[config.mk]
export PLATFORM = sky130hd
export DESIGN_NAME = channel_scan_mux
export DESIGN_NICKNAME = d
export VERILOG_FILES = /design/src/rtl/channel_scan_pkg.sv /design/src/rtl/channel_scan_mux_seg7_lut.sv /design/src/rtl/channel_scan_mux.sv
export SDC_FILE = /design/constraint.sdc
export NUM_CORES = 1
export LEC_CHECK = 0
export CAP_MARGIN = 20
export CORE_ASPECT_RATIO = 2
export CORE_UTILIZATION = 27
export DETAILED_ROUTE_END_ITERATION = 10
export PLACE_DENSITY = 0.56
export SYNTH_ARGS = -nofsm -noshare
export SYNTH_HDL_FRONTEND = slang
export SYNTH_SLANG_ARGS = --single-unit
[constraint.sdc]
create_clock -name clk -period 2.1 [get_ports clk]
set_clock_uncertainty 0.15 [all_clocks]
set_input_delay 0.315 -clock clk [delete_from_list [all_inputs] [get_ports clk]]
set_output_delay 0.315 -clock clk [all_outputs]
set_load 0.01 [all_outputs]
[src/rtl/channel_scan_pkg.sv]
// channel_scan_pkg: mode encodings and active-low seven-segment table (g..a) shared by the scan mux.
package channel_scan_pkg;
  localparam logic MODE_MANUAL = 1'b0;
  localparam logic MODE_AUTO = 1'b1;
  localparam logic [6:0] SEG7_TABLE [16] = '{
    7'h40, 7'h79, 7'h24, 7'h30, 7'h19, 7'h12, 7'h02, 7'h78,
    7'h00, 7'h10, 7'h08, 7'h03, 7'h46, 7'h21, 7'h06, 7'h0E
  };
endpackage

[src/rtl/channel_scan_mux_seg7_lut.sv]
// seg7_lut: combinational hex digit to active-low seven-segment pattern (bit 6 = g).
module seg7_lut
  import channel_scan_pkg::*;
(
  input  logic [3:0] val,
  output logic [6:0] seg
);
  assign seg = SEG7_TABLE[val];
endmodule

[src/rtl/channel_scan_mux.sv]
// channel_scan_mux: registered manual/auto-scan channel selector; define HEX_DISPLAY_EN for a registered hex_ch digit.
module channel_scan_mux
  import channel_scan_pkg::*;
#(
  parameter int WIDTH = 4,
  parameter int CHANNELS = 4,
  parameter int DWELL = 50_000_000,
  localparam int SELW = CHANNELS > 1 ? $clog2(CHANNELS) : 1
) (
  input  logic                      clk,
  input  logic                      rst,
  input  logic [CHANNELS*WIDTH-1:0] data_in,
  input  logic [SELW-1:0]           sel,
  input  logic                      mode,
  input  logic                      hold,
  output logic [WIDTH-1:0]          out_data,
  output logic                      out_valid,
  output logic [SELW-1:0]           ch_idx,
  output logic                      wrap,
  output logic                      sel_err,
  output logic [6:0]                hex_ch
);
  localparam int CW = DWELL > 1 ? $clog2(DWELL) : 1;
  localparam logic [SELW:0] NCH = (SELW + 1)'(CHANNELS);
  localparam logic [SELW-1:0] LAST = SELW'(CHANNELS - 1);
  localparam logic [CW-1:0] CEND = CW'(DWELL - 1);
  logic [CW-1:0] cnt, cnt_n;
  logic [SELW-1:0] nidx;
  logic [WIDTH-1:0] nd;
  logic mode_q, auto, chg, at_end, adv, man_ok, err_n;
  // a mode change restarts the dwell without advancing, so auto resumes from the current channel
  always_comb begin
    auto = mode == MODE_AUTO;
    chg = mode != mode_q;
    at_end = cnt == CEND;
    adv = auto && !chg && !hold && at_end;
    man_ok = {1'b0, sel} < NCH;
    err_n = mode == MODE_MANUAL && !man_ok;
    nidx = auto ? (adv ? (ch_idx == LAST ? '0 : ch_idx + 1'b1) : ch_idx) : (man_ok ? sel : ch_idx);
    cnt_n = (!auto || chg) ? '0 : hold ? cnt : at_end ? '0 : cnt + 1'b1;
    nd = '0;
    for (int k = 0; k < CHANNELS; k++) nd = nidx == SELW'(k) ? data_in[k*WIDTH +: WIDTH] : nd;
  end
  always_ff @(posedge clk) begin
    mode_q <= mode;
    if (rst) begin
      ch_idx <= '0;
      cnt <= '0;
      out_data <= '0;
      out_valid <= 1'b0;
      wrap <= 1'b0;
      sel_err <= 1'b0;
    end else begin
      ch_idx <= nidx;
      cnt <= cnt_n;
      out_data <= nd;
      out_valid <= 1'b1;
      wrap <= adv && ch_idx == LAST;
      sel_err <= err_n;
    end
  end
`ifdef HEX_DISPLAY_EN
  logic [6:0] seg;
  seg7_lut u_seg (.val(4'(nidx)), .seg(seg));
  always_ff @(posedge clk) hex_ch <= rst ? SEG7_TABLE[0] : seg;
`else
  assign hex_ch = 7'h7F;
`endif
endmodule

==> impl_metrics.csv, run 1 <==
group,metric,value,unit
outcome,status,"complete, but fails checks",
outcome,violations,"setup timing",
cells_and_area,area_growth,53.92,%
logic_synthesis,yosys-top-cells-area,"dfxtp_1, nor2_1, xnor2_1, xor2_1, nand2_1",
clock_tree,clockRootBuffer,"clkbuf_16",
logic_synthesis,synth_top_area_frac,0.4026,
pwr,swShare,0.2150,
worst_hold_path,hold_end,"cnt[6]$_SDFFE_PP0N_",
logic_synthesis,netlist_instances,199,
logic_synthesis,ys_async_sr_fraction,0,
setup_path,crit_family,"simple AND/OR/NAND/NOR gates",
clock_tree,cts.path.max_buffers,2,
timing,hold_viol,0,
pwr,switchingPower,0.3371,mW
setup_path,slowest_stage,"or4_4",
drt,first_iter_violations,31,
global_route,grt_pass1_vias,1725,
timing,finalMaxSlewViolations,0,
worst_hold_path,holdPathStages,2,
setup_path,critPathCaptureType,"flop",
global_route,overflow,0,
logic_synthesis,avgSynthCellArea,8.746,µm²
floorplanning,die_area,6790,µm²
timing,fin_crit_sh,1.050,
clock_tree,clk_pin_slew_worst_paths,0.05,ns
global_route,grt_antenna_before_repair,0,
pwr,comb_power_share,0.100,
setup_path,worst-path-stages,6,
floorplanning,coreArea,6259,µm²
place,place_ws,-0.5319,ns
flow_run,maxCapViolations,0,
global_route,grt_max_degree,25,
clock_tree,cts_tree,"yes",
timing,setup_violations,4,
logic_synthesis,synth_ff_type,"dfxtp_1",
setup_path,worstPathMaxFanout,6,
setup_path,worst-path-buf-inv,0,
floorplanning,io-pin-count,38,
pwr,vdd_drop_max,0.0003564,V
floorplanning,die_w,58.77,µm
logic_synthesis,yosysUniqueCellTypes,36,
clock_tree,clock_sinks,35,
logic_synthesis,yosys_warnings,0,
cells_and_area,final_layout_size_suffix_gt1_frac,0.2960,
logic_synthesis,seq_area_frac_synth,0.4026,
drt,wl_per_cell,12.04,µm
setup_path,path_cells,"nor4b_4, nand4_4, or4_4, a31oi_4, a211oi_2, a311oi_1",
drt,wl,4371,µm
timing,fin_ws,-0.1041,ns
setup_path,reg2reg_slack,-0.10,ns
logic_synthesis,synth_edf_count,0,
setup_path,reg2reg_from,"cnt[24]$_SDFFE_PP0N_",
setup_path,rr_endpoint,"out_data[2]$_SDFF_PP0_",
setup_path,crit_path_start_kind,"flop",
cells_and_area,fin_util,0.4280,
drt,postRouteAntennaNets,0,
place,place.gp.congestion,0.7065,
timing,finalCriticalPeriod,2.204,ns
logic_synthesis,syn_area,1740,µm²
timing,rsz0062_at_grt,"true",
setup_path,rr_worst_depth,6,
drt,drc_errors,0,
worst_hold_path,hp-start,"mode_q$_DFF_P_",
cells_and_area,fillerInstances,652,
logic_synthesis,ys_ff_latch,35,
pwr,clockPowerShare,0.465,
drt,vias_per_cell,4.565,
cells_and_area,nets,301,
drt,num_vias,1657,
clock_tree,htree_levels,2,
global_route,grt_use_total,0.1453,
setup_path,arrival,2.23,ns
place,io_buffers,29,
setup_path,crit_type,"flop to flop",
floorplanning,die_y,115.5,µm
floorplanning,core.rowCount,41,
setup_path,max_stage_delay,0.52,ns
logic_synthesis,synth_top_area_cell,"dfxtp_1",
pwr,intPower,1.231,mW
worst_hold_path,hp-class,"flop to flop",
floorplanning,initial_utilization,0.2781,
place,hpwl,3338,µm
cells_and_area,antenna_cells,0,
global_route,grt_pass1_wl,7431,µm
pwr,p_per_area,585.5,nW/µm²
clock_tree,worstSkewPairLatency,0.28,ns
timing,fmax,0.4537,GHz
pwr,p_leak,1.001,nW
drt,drtPass1Iterations,4,
clock_tree,hold_buffers,0,
clock_tree,numCtsBuffers,5,
pwr,pwr-share-seq,0.435,
setup_path,cp.required,2.13,ns
-- power by group through the flow --
stage / registers [mW] / logic, mW / clock network (mW)
3_5_place_dp: 0.697 / 0.150 / 0
5_1_grt: 0.683 / 0.172 / 0.773
3_3_place_gp: 0.698 / 0.148 / 0
4_1_cts: 0.682 / 0.157 / 0.743
6_report: 0.682 / 0.157 / 0.729
2_1_floorplan: 0.703 / 0.0601 / 0
-- registers in the layout, summed over array words and instances, names as in the netlist --
signal and flops:
out_data 4, out_valid 1, ch_idx 2, mode_q 1
cnt 26, wrap 1
-- worst max path at each step --
stage	from	endpoint	slack [ns]
2_1_floorplan	cnt[1]$_SDFFE_PP0N_	out_data[0]$_SDFF_PP0_	0.03
3_3_place_gp	hold	out_data[2]$_SDFF_PP0_	-0.45
5_1_grt	cnt[24]$_SDFFE_PP0N_	out_data[2]$_SDFF_PP0_	-0.20
6_report	cnt[24]$_SDFFE_PP0N_	out_data[2]$_SDFF_PP0_	-0.10
4_1_cts	cnt[10]$_SDFFE_PP0N_	out_data[2]$_SDFF_PP0_	-0.20
3_5_place_dp	hold	out_data[2]$_SDFF_PP0_	-0.53
-- stage by stage --
| step | TNS [ns] | hold slack (ns) | cells | cell area, µm² | power, mW |
|---|---|---|---|---|---|
| after floorplan | 0 | 0.1927 | 205 | 1785 | 0.7627 |
| after global placement | -10.15 | 0.3508 | 349 | 2426 | 0.8458 |
| after detailed placement | -11.16 | 0.3449 | 349 | 2426 | 0.8465 |
| after CTS | -0.7318 | 0.3518 | 360 | 2616 | 1.581 |
| after global routing | -0.6971 | 0.3841 | 363 | 2679 | 1.627 |
| final | -0.2873 | 0.3454 | 363 | 2679 | 1.568 |
-- metal layers --
metal	up-vias	part of all wire	track usage
li1	835	-	-
met1	781	0.37	0.1426
met2	36	0.59	0.2811
met3	5	0.028	0.02902
met4	0	0.015	0.06190
met5	-	0	0
-- timing repair --
item | 4_1_cts | 5_1_grt
setup buffers | 4 | 3
pin swaps | 10 | 9
gates resized for setup | 7 | 12
endpoints found under the setup margin | 28 | 28
-- cell usage after synthesis (6+ instances only) --
| cell type | n |
|---|---|
| nand2_1 | 21 |
| dfxtp_1 | 35 |
| xor2_1 | 10 |
| nor2_1 | 28 |
| xnor2_1 | 12 |
| buf_4 | 9 |
| and3_1 | 6 |
| nor3_1 | 7 |
| nand3_1 | 13 |
-- layout make-up --
cell class / count / area, µm² / share of cell area
clock buffer: 6 / 138.9 / 0.05184
clock inverter: 1 / 5.005 / 0.001868
inverter: 2 / 7.507 / 0.002802
multi-input combinational: 155 / 1040 / 0.3881
sequential: 35 / 706.9 / 0.2639
tap: 86 / 107.6 / 0.04017
timing repair buffer: 78 / 673.1 / 0.2513
-- cells by family after synthesis --
family / share of synthesized area
flip-flops: 0.4026
adder cells (fa/ha/maj): 0.01438
XOR/XNOR: 0.1107
AO/OA/AOI/OAI: 0.08195
multiplexers: 0.005751
buffers and inverters: 0.05320
AND/OR/NAND/NOR: 0.3271
other: 0.004315
-- worst register-to-register path, delay by kind of cell, from the launching register on --
kind / cells / cell delay, ns
and+or+nand+nor: 3 / 1.03
AOI/OAI and AO/OA: 3 / 0.59
DFF: 1 / 0.33
-- layout by cell type, fill, tap and decap left out, types with 2 or more instances in the layout --
cell              n
inv_1             2
nor4b_4           2
dfxtp_1          30
clkdlybuf4s50_1  28
dfxtp_2           5
a211oi_2          2
o21ai_0           3
buf_4            47
a21oi_1           4
xnor2_1          12
or3_1             3
nand3_1          13
conb_1            8
nor2_1           28
and4_1            2
nor4_2            3
a311oi_1          4
nand2_1          19
nor2b_1           3
nand4_1           4
clkbuf_16         5
xor2_1           10
and3_1            5
a211oi_1          2
o21ai_1           2
nor3_1            7
Power figures use the tool's default switching activity.
==> run 2, diff against run 1 <==
--- a/config.mk
+++ b/config.mk
@@ -7,9 +7,9 @@
 export LEC_CHECK = 0
 export CAP_MARGIN = 20
 export CORE_ASPECT_RATIO = 2
-export CORE_UTILIZATION = 27
+export CORE_UTILIZATION = 30
 export DETAILED_ROUTE_END_ITERATION = 10
-export PLACE_DENSITY = 0.56
+export PLACE_DENSITY = 0.6
 export SYNTH_ARGS = -nofsm -noshare
 export SYNTH_HDL_FRONTEND = slang
 export SYNTH_SLANG_ARGS = --single-unit
==> impl_metrics.csv, run 2 (same netlist as run 1, synthesis figures left out) <==
group,metric,value,unit
outcome,status,"complete, but fails checks",
outcome,violations,"setup timing",
place,io_buffers,29,
drt,num_vias,1586,
cells_and_area,final_cell_mix,"buf_4, dfxtp_1, nor2_1, clkdlybuf4s50_1, nand2_1",
floorplanning,die_y,109.7,µm
place,place.gp.congestion,0.7490,
floorplanning,die_w,55.86,µm
cells_and_area,final_common_cell,"buf_4",
cells_and_area,fin_cells,331,
setup_path,crit_path_start_kind,"flop",
cells_and_area,largest_reg_flops,26,
timing,hold_viol,0,
timing,fin_crit_sh,1.054,
worst_hold_path,hp-class,"flop to flop",
place,placedInstanceArea,2394,µm²
drt,drtPass1Iterations,4,
cells_and_area,fillerInstances,539,
floorplanning,core.rowCount,38,
drt,vias_per_cell,4.792,
floorplanning,die_area,6129,µm²
cells_and_area,antenna_cells,0,
floorplanning,coreArea,5515,µm²
setup_path,worstPathMaxFanout,7,
place,hpwl,3455,µm
timing,finalMaxSlewViolations,0,
flow_run,maxCapViolations,0,
drt,first_iter_violations,10,
setup_path,setup.worst_path.start,"cnt[24]$_SDFFE_PP0N_",
drt,drc_errors,0,
cells_and_area,final_layout_size_suffix_gt1_frac,0.2620,
worst_hold_path,hp-start,"cnt[4]$_SDFFE_PP0N_",
clock_tree,clockRootBuffer,"clkbuf_8",
global_route,grt_max_degree,20,
drt,wl_per_cell,13.33,µm
global_route,grt_pass1_vias,1612,
setup_path,critPathCaptureType,"flop",
clock_tree,clock_sinks,35,
setup_path,crit_type,"flop to flop",
place,dp.cells,323,
clock_tree,cts_tree,"yes",
cells_and_area,fin_util,0.4585,
setup_path,reg2reg_slack,-0.11,ns
global_route,grt_antenna_before_repair,0,
pwr,p_per_area,526.5,nW/µm²
cells_and_area,fin_area,2529,µm²
cells_and_area,area_growth,45.29,%
floorplanning,io-pin-count,38,
clock_tree,worstSkewPairLatency,0.29,ns
global_route,grt_use_total,0.1521,
timing,fmax,0.4517,GHz
global_route,grt_pass1_wl,7086,µm
floorplanning,initial_utilization,0.3156,
drt,wl,4412,µm
setup_path,arrival,2.26,ns
pwr,p_leak,0.9403,nW
clock_tree,clk_pin_slew_worst_paths,0.07,ns
clock_tree,numCtsBuffers,5,
timing,finalCriticalPeriod,2.214,ns
pwr,vdd_drop_max,0.0006237,V
clock_tree,cts.path.max_buffers,2,
setup_path,reg2reg_from,"cnt[24]$_SDFFE_PP0N_",
setup_path,cp.required,2.15,ns
global_route,overflow,0,
cells_and_area,nets,295,
drt,postRouteAntennaNets,0,
cells_and_area,regMostFlops,"cnt",
place,place_ws,-0.4352,ns
clock_tree,htree_levels,2,
timing,fin_ws,-0.1139,ns
cells_and_area,reg_top3,"cnt: 26 flops, out_data: 4 flops, ch_idx: 2 flops",
timing,rsz0062_at_grt,"true",
clock_tree,hold_buffers,0,
timing,setup_violations,4,
-- run 2: per-layer routing --
layer  part of all wire  track usage
met1               0.33       0.1240
met3              0.020      0.02471
met4              0.021      0.07317
met2               0.63       0.3322
met5                  0            0
-- run 2: worst paths after layout --
kind,end,cells after the start
worst max-delay path,out_data[0]$_SDFF_PP0_,6
worst min-delay path,cnt[4]$_SDFFE_PP0N_,2
worst max register to register,out_data[0]$_SDFF_PP0_,6
worst min register to register,cnt[4]$_SDFFE_PP0N_,2
-- run 2: where the power goes --
part / switching, mW / internal [mW] / leakage (nW)
clock: 0.240 / 0.257 / 0.0470
combinational: 0.0639 / 0.0874 / 0.608
sequential: 0.00613 / 0.676 / 0.286
total: 0.310 / 1.02 / 0.940
-- run 2: layout make-up --
cell class	count	area, µm²	area share
well taps	60	75.07	0.02969
inverters	2	7.507	0.002969
multi-input cells	155	1030	0.4072
clock buffers	6	82.58	0.03266
repair buffers	72	624.3	0.2469
clock inverters	1	5.005	0.001979
flip-flops and latches	35	704.4	0.2786
-- run 2: repair_timing --
item,in CTS,in global routing
resized for setup,8,3
setup buffers,0,1
pin swaps,3,2
endpoints found under the hold margin,0,0
endpoints found under the setup margin,8,10
-- run 2: metrics by stage --
step	TNS [ns]	hold slack [ns]	power, mW
2_1_floorplan	0	0.1927	0.7627
3_3_place_gp	-8.529	0.3430	0.8469
3_5_place_dp	-9.034	0.3568	0.8475
4_1_cts	-0.4025	0.3724	1.348
5_1_grt	-1.133	0.3852	1.395
6_report	-0.4011	0.3669	1.331
-- run 2: critical path: stages (launching register included) --
cell and delay, ns:
dfxtp_2 0.34, nor4b_4 0.37, nand4_4 0.15, or4_4 0.52
a31oi_4 0.26, a211oi_1 0.10, a311oi_1 0.24
==> run 3, diff against run 2 <==
--- a/config.mk
+++ b/config.mk
@@ -8,6 +8,7 @@
 export CAP_MARGIN = 20
 export CORE_ASPECT_RATIO = 2
 export CORE_UTILIZATION = 30
+export CTS_CLUSTER_SIZE = 24
 export DETAILED_ROUTE_END_ITERATION = 10
 export PLACE_DENSITY = 0.6
 export SYNTH_ARGS = -nofsm -noshare
==> results of run 3 <==
No change in the layout: final DEF, timing and power equal those of run 2.
